### src/rtl/matrix_pixel_fetch_pkg.sv
// Shared constants for matrix_pixel_fetch: RGB565 field positions, panel geometry,
// bit-plane mask width and FSM state encodings.
package matrix_pixel_fetch_pkg;

    localparam int unsigned PANEL_COLUMNS   = 64;
    localparam int unsigned PANEL_ROWS_HALF = 16;
    localparam int unsigned MASK_WIDTH      = 6;

    localparam int unsigned R_MSB = 15;
    localparam int unsigned R_LSB = 11;
    localparam int unsigned G_MSB = 10;
    localparam int unsigned G_LSB = 5;
    localparam int unsigned B_MSB = 4;
    localparam int unsigned B_LSB = 0;

    localparam logic [1:0] ST_IDLE  = 2'd0;
    localparam logic [1:0] ST_FETCH = 2'd1;
    localparam logic [1:0] ST_DRAIN = 2'd2;

    function automatic logic mask_is_onehot(input logic [MASK_WIDTH-1:0] m);
        return ($countones(m) == 1);
    endfunction

endpackage

### src/rtl/matrix_pixel_fetch_plane_bit.sv
// rgb565_plane_bit: reduces one RGB565 word to an {R,G,B} on/off triple for the
// bit-plane selected by a one-hot mask. Purely combinational.
module rgb565_plane_bit
    import matrix_pixel_fetch_pkg::*;
(
    input  logic [15:0]           pixel_i,
    input  logic [MASK_WIDTH-1:0] mask_i,
    output logic [2:0]            rgb_o
);

    logic [MASK_WIDTH-1:0] r6;
    logic [MASK_WIDTH-1:0] g6;
    logic [MASK_WIDTH-1:0] b6;

    always_comb begin
        // 5-bit channels are widened by repeating their MSB into the new LSB.
        r6    = {pixel_i[R_MSB:R_LSB], pixel_i[R_MSB]};
        g6    = pixel_i[G_MSB:G_LSB];
        b6    = {pixel_i[B_MSB:B_LSB], pixel_i[B_MSB]};
        rgb_o = {|(r6 & mask_i), |(g6 & mask_i), |(b6 & mask_i)};
    end

endmodule

### src/rtl/matrix_pixel_fetch.sv
// matrix_pixel_fetch: per-line framebuffer read and bit-plane reduction for the LED panel.
// Define FB_DOUBLE_BUFFER_EN to enable framebuffer swapping at frame boundaries.
module matrix_pixel_fetch
    import matrix_pixel_fetch_pkg::*;
#(
    parameter int unsigned RAM_LATENCY = 1
) (
    input  logic                  clk_in,
    input  logic                  reset,
    input  logic                  load_en,
    input  logic [5:0]            column_address,
    input  logic [3:0]            row_address,
    input  logic [MASK_WIDTH-1:0] brightness_mask,
    output logic [10:0]           ram_addr,
    output logic                  ram_rd_en,
    input  logic [31:0]           ram_data,
    output logic [2:0]            rgb_top,
    output logic [2:0]            rgb_bottom,
    output logic                  pixel_valid,
    output logic                  line_done,
    output logic                  mask_error,
    input  logic                  swap_req,
    output logic                  swap_ack,
    output logic                  frame_select
);

    logic [1:0]             state_q, state_d;
    logic [3:0]             line_row_q, line_row_d;
    logic [MASK_WIDTH-1:0]  line_mask_q, line_mask_d;
    logic [1:0]             drain_cnt_q, drain_cnt_d;
    logic [10:0]            ram_addr_q, ram_addr_d;
    logic                   ram_rd_en_q, ram_rd_en_d;
    logic                   line_done_q, line_done_d;
    logic                   mask_error_q, mask_error_d;
    logic [RAM_LATENCY-1:0] vld_q;
    logic [2:0]             rgb_top_q, rgb_bot_q;
    logic                   pixel_valid_q;
    logic [2:0]             plane_top, plane_bot;
    logic                   line_bad;
    logic                   fb_sel;

    assign line_bad = !mask_is_onehot(line_mask_q);

    always_comb begin
        state_d      = state_q;
        line_row_d   = line_row_q;
        line_mask_d  = line_mask_q;
        drain_cnt_d  = drain_cnt_q;
        ram_addr_d   = ram_addr_q;
        ram_rd_en_d  = 1'b0;
        line_done_d  = 1'b0;
        mask_error_d = mask_error_q;
        unique case (state_q)
            ST_IDLE: begin
                // The first read of a line uses the live row, as it is latched this same cycle.
                if (load_en) begin
                    state_d      = ST_FETCH;
                    line_row_d   = row_address;
                    line_mask_d  = brightness_mask;
                    mask_error_d = mask_error_q | !mask_is_onehot(brightness_mask);
                    ram_rd_en_d  = 1'b1;
                    ram_addr_d   = {fb_sel, row_address, column_address};
                end
            end
            ST_FETCH: begin
                if (load_en) begin
                    ram_rd_en_d = 1'b1;
                    ram_addr_d  = {fb_sel, line_row_q, column_address};
                end else begin
                    state_d     = ST_DRAIN;
                    drain_cnt_d = '0;
                end
            end
            ST_DRAIN: begin
                if (drain_cnt_q == 2'(RAM_LATENCY)) begin
                    line_done_d = 1'b1;
                    state_d     = ST_IDLE;
                end else begin
                    drain_cnt_d = drain_cnt_q + 2'd1;
                end
            end
            default: state_d = ST_IDLE;
        endcase
    end

    rgb565_plane_bit u_plane_top (
        .pixel_i (ram_data[15:0]),
        .mask_i  (line_mask_q),
        .rgb_o   (plane_top)
    );

    rgb565_plane_bit u_plane_bot (
        .pixel_i (ram_data[31:16]),
        .mask_i  (line_mask_q),
        .rgb_o   (plane_bot)
    );

    always_ff @(posedge clk_in or negedge reset) begin
        if (!reset) begin
            state_q       <= ST_IDLE;
            line_row_q    <= '0;
            line_mask_q   <= '0;
            drain_cnt_q   <= '0;
            ram_addr_q    <= '0;
            ram_rd_en_q   <= 1'b0;
            line_done_q   <= 1'b0;
            mask_error_q  <= 1'b0;
            vld_q         <= '0;
            rgb_top_q     <= '0;
            rgb_bot_q     <= '0;
            pixel_valid_q <= 1'b0;
        end else begin
            state_q      <= state_d;
            line_row_q   <= line_row_d;
            line_mask_q  <= line_mask_d;
            drain_cnt_q  <= drain_cnt_d;
            ram_addr_q   <= ram_addr_d;
            ram_rd_en_q  <= ram_rd_en_d;
            line_done_q  <= line_done_d;
            mask_error_q <= mask_error_d;
            // vld_q[RAM_LATENCY-1] lines up with the cycle ram_data is valid.
            vld_q[0] <= ram_rd_en_q;
            for (int unsigned i = 1; i < RAM_LATENCY; i++) begin
                vld_q[i] <= vld_q[i-1];
            end
            pixel_valid_q <= vld_q[RAM_LATENCY-1];
            rgb_top_q     <= (vld_q[RAM_LATENCY-1] && !line_bad) ? plane_top : '0;
            rgb_bot_q     <= (vld_q[RAM_LATENCY-1] && !line_bad) ? plane_bot : '0;
        end
    end

`ifdef FB_DOUBLE_BUFFER_EN
    logic fb_sel_q;
    logic swap_ack_q;
    logic swap_armed_q;
    logic swap_now;

    // Swap only as the last plane of the last row retires; one swap per swap_req assertion.
    assign swap_now = line_done_d && swap_req && swap_armed_q &&
                      (line_row_q == 4'(PANEL_ROWS_HALF - 1)) &&
                      (line_mask_q == MASK_WIDTH'(1));

    always_ff @(posedge clk_in or negedge reset) begin
        if (!reset) begin
            fb_sel_q     <= 1'b0;
            swap_ack_q   <= 1'b0;
            swap_armed_q <= 1'b1;
        end else begin
            swap_ack_q <= swap_now;
            if (swap_now) begin
                fb_sel_q     <= ~fb_sel_q;
                swap_armed_q <= 1'b0;
            end else if (!swap_req) begin
                swap_armed_q <= 1'b1;
            end
        end
    end

    assign fb_sel   = fb_sel_q;
    assign swap_ack = swap_ack_q;
`else
    logic unused_swap_req;
    assign unused_swap_req = swap_req;
    assign fb_sel          = 1'b0;
    assign swap_ack        = 1'b0;
`endif

    assign ram_addr     = ram_addr_q;
    assign ram_rd_en    = ram_rd_en_q;
    assign rgb_top      = rgb_top_q;
    assign rgb_bottom   = rgb_bot_q;
    assign pixel_valid  = pixel_valid_q;
    assign line_done    = line_done_q;
    assign mask_error   = mask_error_q;
    assign frame_select = fb_sel;

endmodule

### config.mk
export PLATFORM = sky130hd
export DESIGN_NAME = matrix_pixel_fetch
export DESIGN_NICKNAME = d
export VERILOG_FILES = /design/src/rtl/matrix_pixel_fetch_pkg.sv /design/src/rtl/matrix_pixel_fetch_plane_bit.sv /design/src/rtl/matrix_pixel_fetch.sv
export SDC_FILE = /design/constraint.sdc
export NUM_CORES = 1
export LEC_CHECK = 0
export BUFFER_PORTS_ARGS = -buffer_cell sky130_fd_sc_hd__buf_2
export CAP_MARGIN = 25
export CORE_MARGIN = 2
export CORE_UTILIZATION = 30
export DETAILED_ROUTE_END_ITERATION = 16
export GPL_ROUTABILITY_DRIVEN = 0
export SLEW_MARGIN = 20
export SYNTH_ARGS = -nofsm -noshare
export SYNTH_HDL_FRONTEND = slang
export SYNTH_SLANG_ARGS = --single-unit
### constraint.sdc
create_clock -name clk_in -period 4.9 [get_ports clk_in]
set_clock_uncertainty 0.1 [all_clocks]
set_input_delay 0.49 -clock clk_in [delete_from_list [all_inputs] [get_ports clk_in]]
set_output_delay 0.49 -clock clk_in [all_outputs]
set_load 0.03 [all_outputs]
======== Word level (Yosys, flattened, before mapping) ========
Cells that the tools add are included.
Widths: inputs -> output; s select.
storage, ports and cells
  flip-flop bits (word level) ............. 36
  output and inout bits ................... 23
  logic and storage cells ................. 72
  input bits .............................. 52
operators by class
  add/sub/neg operators ................... 11
  bitwise logic cells ..................... 7
  reduce and logical (&&, ||, !) cells .... 16
  eq/ne operators ......................... 10
  multiplexer cells ....................... 16
operators with widths
  kind                 count
  $and 6x6->6          6
  $reduce_or 6->1      6
  $mux 11              2
  $pmux 11 s2          1
  $add 1x1->2          6
  $mux 2               5
  $ne 2x2->1 const B   5
  $reduce_and 3->1     3
  $add 3x2->4          2
  $eq 4x1->1 const B   2
  $add 2x2->3          2
  $mux 3               2
  $pmux 2 s3           1
  $eq 2x1->1 const B   2
  $mux 1               4
  $pmux 2 s2           1
  $reduce_bool 2->1    2
  $add 2x1->2 const B  1
  $eq 2x2->1 const B   1
  $logic_not 2->1      1
  $reduce_and 2->1     1
  $reduce_or 2->1      1
  $logic_and 1x1->1    1
  $logic_not 1->1      1
  $or 1x1->1           1

======== Logic depth before layout (Yosys ltp) ========
  depth after elaboration ................. 6
  depth in mapped cells ................... 8
  depth with buffers taken out ............ 8

======== Cells and area by module ========
A second synthesis with hierarchy kept.
unflattened totals
  cell total of the unflattened synthesis .. 158
  area, all modules ....................... 1739.2 um2
modules (own cells, without submodules)
  module              cells each  area an instance (um2)  seq. area each (um2)  instances
  matrix_pixel_fetch  134         1584.0                  875.8                 1
  rgb565_plane_bit    12          77.6                    0.0                   2

======== Least setup slack after synthesis ========
OpenSTA, ideal clock, no wires.
  kind .................................... input -> register
  from .................................... input brightness_mask[0]
  to ...................................... register mask_error_q (netlist: mask_error)
  setup time .............................. 119 ps
  data required time ...................... 4681 ps
  arrival time ............................ 2777 ps
  path buffers ............................ 0
  path slack .............................. 1905 ps
  cell stages on the path ................. 8
  path through ............................ inv_1 > fa_1 > fa_1 > inv_1 > ha_1 > fa_1 > or3b_2 > a21o_2
between the ends
  longest elaborated chain between the ends .. 6
RTL lines
  what                               RTL line                      RTL
  start, declared                    matrix_pixel_fetch.sv:13      input logic [MASK_WIDTH-1:0] brightness_mask,
  $add 1x1->2 (implied by the code)  matrix_pixel_fetch_pkg.sv:21  return ($countones(m) == 1);
  $add 2x2->3 (implied by the code)  matrix_pixel_fetch_pkg.sv:21
  $add 3x2->4 (implied by the code)  matrix_pixel_fetch_pkg.sv:21
  $eq 4x1->1                         matrix_pixel_fetch_pkg.sv:21
  $logic_not 1->1                    matrix_pixel_fetch.sv:60      mask_error_d = mask_error_q | !mask_is_onehot(brightness_mask);
  $or 1x1->1                         matrix_pixel_fetch.sv:60
  end signal, assigned               matrix_pixel_fetch.sv:120     mask_error_q <= mask_error_d;
  end, declared                      matrix_pixel_fetch.sv:34      logic mask_error_q, mask_error_d;
Every way passes these cells.
A chain may end at the register's enable or synchronous reset.

======== Worst setup path in the final report ========
  from .................................... register line_mask_q[1]
  to ...................................... register rgb_bot_q[1] (netlist: rgb_bottom[1])
between the ends
  longest elaborated chain between the ends .. 6
RTL lines
  what                               RTL line                      RTL
  start, declared                    matrix_pixel_fetch.sv:29      logic [MASK_WIDTH-1:0] line_mask_q, line_mask_d;
  start signal, assigned             matrix_pixel_fetch.sv:115     line_mask_q <= line_mask_d;
  $add 1x1->2 (implied by the code)  matrix_pixel_fetch_pkg.sv:21
  $add 2x2->3 (implied by the code)  matrix_pixel_fetch_pkg.sv:21
  $add 3x2->4 (implied by the code)  matrix_pixel_fetch_pkg.sv:21
  $eq 4x1->1                         matrix_pixel_fetch_pkg.sv:21
  $logic_and 1x1->1                  matrix_pixel_fetch.sv:128     rgb_bot_q <= (vld_q[RAM_LATENCY-1] && !line_bad) ? plane_bot : '0;
  $mux 3 *                           matrix_pixel_fetch.sv:128
  end signal, assigned               matrix_pixel_fetch.sv:128
  end, declared                      matrix_pixel_fetch.sv:36      logic [2:0] rgb_top_q, rgb_bot_q;
Mark *: on every way between the ends. The rest lies on a longest branch, timed or not.

==> metrics.cfg <==
[timing]
finalCritPeriodShare_pct = 60.6
worst_slew_pin_slew_ns = 0.922
fmax_mhz = 337
layout_min_cycle_time_ns = 2.97
hold_ws_ns = 0.172
finalHoldViolations = 0
finalSetupViolCount = 0
tns_ns = 0
maxSlewHeadroom_pct = 38.4
grt_setup_unrepaired = no
drv_slew = 0

[worst_setup_path]
crit_path_cell_trace = inv_1, fa_1, fa_1, inv_1, ha_1, fa_1, nand4bb_1, a31oi_1
cp-end-kind = register
critPathMaxFanout = 7
critPathBufInv = 2
startpoint_type = register
required_ns = 4.99
cp_slowest_stage_delay_ns = 0.49
crit_path_frequent_cell = fa_1
critPathArrivalTime_ns = 3.06
cp_top_family = adder cells
crit_type = register to register
critPathSlowestCell = fa_1

[pwr]
power.density_mw_per_mm2 = 578
p_int_mw = 0.759
ir_drop_v = 0.000352
comb_power_share_pct = 45.7
leakage_nw = 1.12
power.switching_mw = 0.512
p_seq_share_pct = 39.4
switching_share_pct = 40.3
clockPowerShare_pct = 14.9

[final_layout]
areaGrowthSynthToFinish_pct = 27.6
n_antenna_cell = 0
layout-drive-gt1-share_pct = 49.0
final_nets = 266

[outcome]
status = completed

[synthesis]
syn-cell-area_mm2 = 0.00172
yosysUniqueCellTypes = 23
ys_seq_elements = 35
syn_area_per_cell_um2 = 13.2
yosysSeqAreaShare_pct = 50.8
synthCells = 131
yosysWarningCount = 0

[clock_network]
cts_buffers = 5
htreeDepth = 2
ctsResizeCount = 0
cts_tree = done
cts.sinks = 35
holdBufCountCts = 0
clk_pin_slew_worst_paths_ns = 0.06
clockBufferDepth = 2
insertion_delay_ns = 0.28
cts_setup_buffers = 0
cts_root_buf = clkbuf_8

[die]
row_count = 27
die_y_um = 79.8
die_area_mm2 = 0.00636
coreArea_mm2 = 0.00554
fp.dieW_um = 79.8
io_pins = 75
start_util_pct = 31.1

[worst_hold_path]
min_path_type = primary input to asynchronous set/reset pin

[route]
ant_nets = 0
num_vias = 1314
first_pass_iters = 4
drt_iter0_markers = 81
drcViolationCount = 0
viasPerCell = 4.76
drt-wirelength-per-cell_um = 14.0
wl_um = 3860

[global_route]
grt_pass1_vias = 1333
grt_first_pass_wirelength_um = 6250
antenna_found_initial = 0
grt_max_degree = 36
overflow = 0
grt.total_usage_pct = 13.0

[placement]
dpl.hpwl_um = 3010
io_buffers = 70

[run]
maxCapViolations = 0

==> layer usage <==
layer  share of wire [%]  vias to the layer above  track usage [%]
met2                  47                       54             20.8
met4                 2.2                        0             5.59
met5                   0                        -                0
li1                    -                      602                -
met1                  43                      649             16.1
met3                 7.0                        9             4.30
==> sequential cells by signal, summed over array words and instances, names as in the netlist <==
signal       cells
line_row_q       4
pixel_valid      1
rgb_top          3
ram_addr        10
rgb_bottom       3
state_q          2
drain_cnt_q      2
vld_q            1
ram_rd_en        1
line_mask_q      6
line_done        1
mask_error       1
==> stage by stage <==
| stage | cells | cell area (um2) | util (%) | total power, mW | setup slack [ns] |
|---|---|---|---|---|---|
| floorplan | 133 | 1730 | - | 0.926 | 1.90 |
| global placement | 269 | 2110 | 38.2 | 1.07 | 1.75 |
| detailed placement | 270 | 2130 | 38.4 | 1.09 | 1.74 |
| CTS | 276 | 2200 | 39.7 | 1.29 | 1.93 |
| global route | 276 | 2200 | 39.7 | 1.38 | 1.74 |
| finish | 276 | 2200 | 39.7 | 1.27 | 1.93 |
==> power groups by stage <==
stage          clock (mW)  sequential, mW  combinational, mW
3_3_place_gp            0           0.498              0.569
2_1_floorplan           0           0.568              0.357
5_1_grt             0.210           0.516              0.651
4_1_cts             0.199           0.500              0.590
6_report            0.190           0.501              0.581
3_5_place_dp            0           0.502              0.590
==> path summary, 6_finish.rpt <==
check	slack, ns	startpoint	endpoint	cells past startpoint
worst max-delay path	1.93	line_mask_q[1]	rgb_bottom[1]	8
worst min-delay path	0.17	reset	line_mask_q[3]	1
worst max register to register	1.93	line_mask_q[1]	rgb_bottom[1]	8
worst min register to register	0.27	ram_rd_en	vld_q	0
max in group asynchronous	4.04	reset	rgb_bottom[1]	1
min in group clk_in	0.27	ram_rd_en	vld_q	0
==> placed cells by master, fill, tap and decap left out, drive strengths merged <==
cell type,Yosys,final
a21o,1,1
a22oi,14,14
a31oi,6,6
and3b,1,1
buf,6,71
clkbuf,0,6
conb,1,3
dfrtp,35,35
fa,6,6
ha,3,3
inv,18,18
mux2,19,19
mux2i,5,5
nand4bb,1,1
nor2b,2,2
nor3b,3,3
o21ai,4,4
o31ai,2,2
or2,1,1
or3b,1,1
or4b,2,2
==> logic make-up after synthesis <==
family | count (synthesis) | share of synthesized area [%]
other | 1 | 0.218
AOI/OAI and AO/OA | 27 | 10.8
buffers and inverters | 24 | 7.19
muxes | 24 | 16.2
adders and majority gates | 9 | 9.15
DFF | 35 | 50.8
and+or+nand+nor | 11 | 5.59
==> synthesized netlist by cell type <==
cell	number	share of area, %
nand4bb_1	1	0.65
or2_2	1	0.36
o31ai_1	2	0.87
inv_1	18	3.9
a22oi_1	14	6.1
nor3b_1	2	0.87
mux2_4	4	3.5
or3b_2	1	0.51
mux2_2	15	9.8
nor2b_1	2	0.73
ha_1	3	2.2
o21ai_0	4	1.2
a31oi_1	6	2.2
or4b_1	2	1.2
mux2i_1	5	2.9
buf_4	3	1.3
buf_6	3	2.0
nor3b_2	1	0.73
dfrtp_1	35	51
fa_1	6	7.0
conb_1	1	0.22
and3b_2	1	0.58
a21o_2	1	0.51
==> area by class of cell <==
| type | instances | area [um2] |
|---|---|---|
| Tap cell | 72 | 90.1 |
| Sequential cell | 35 | 876 |
| Fill cell | 548 | 3340 |
| Inverter | 18 | 67.6 |
| Multi-Input combinational cell | 74 | 731 |
| Clock buffer | 6 | 72.6 |
| Timing Repair Buffer | 71 | 362 |
==> worst reg2reg max path, stage by stage (launching register included) <==
cell and delay, ns:
dfrtp_1 0.47, inv_1 0.12, fa_1 0.49, fa_1 0.49
inv_1 0.04, ha_1 0.18, fa_1 0.42, nand4bb_1 0.32
a31oi_1 0.25
Note: power is estimated with default switching activity, not from simulation.
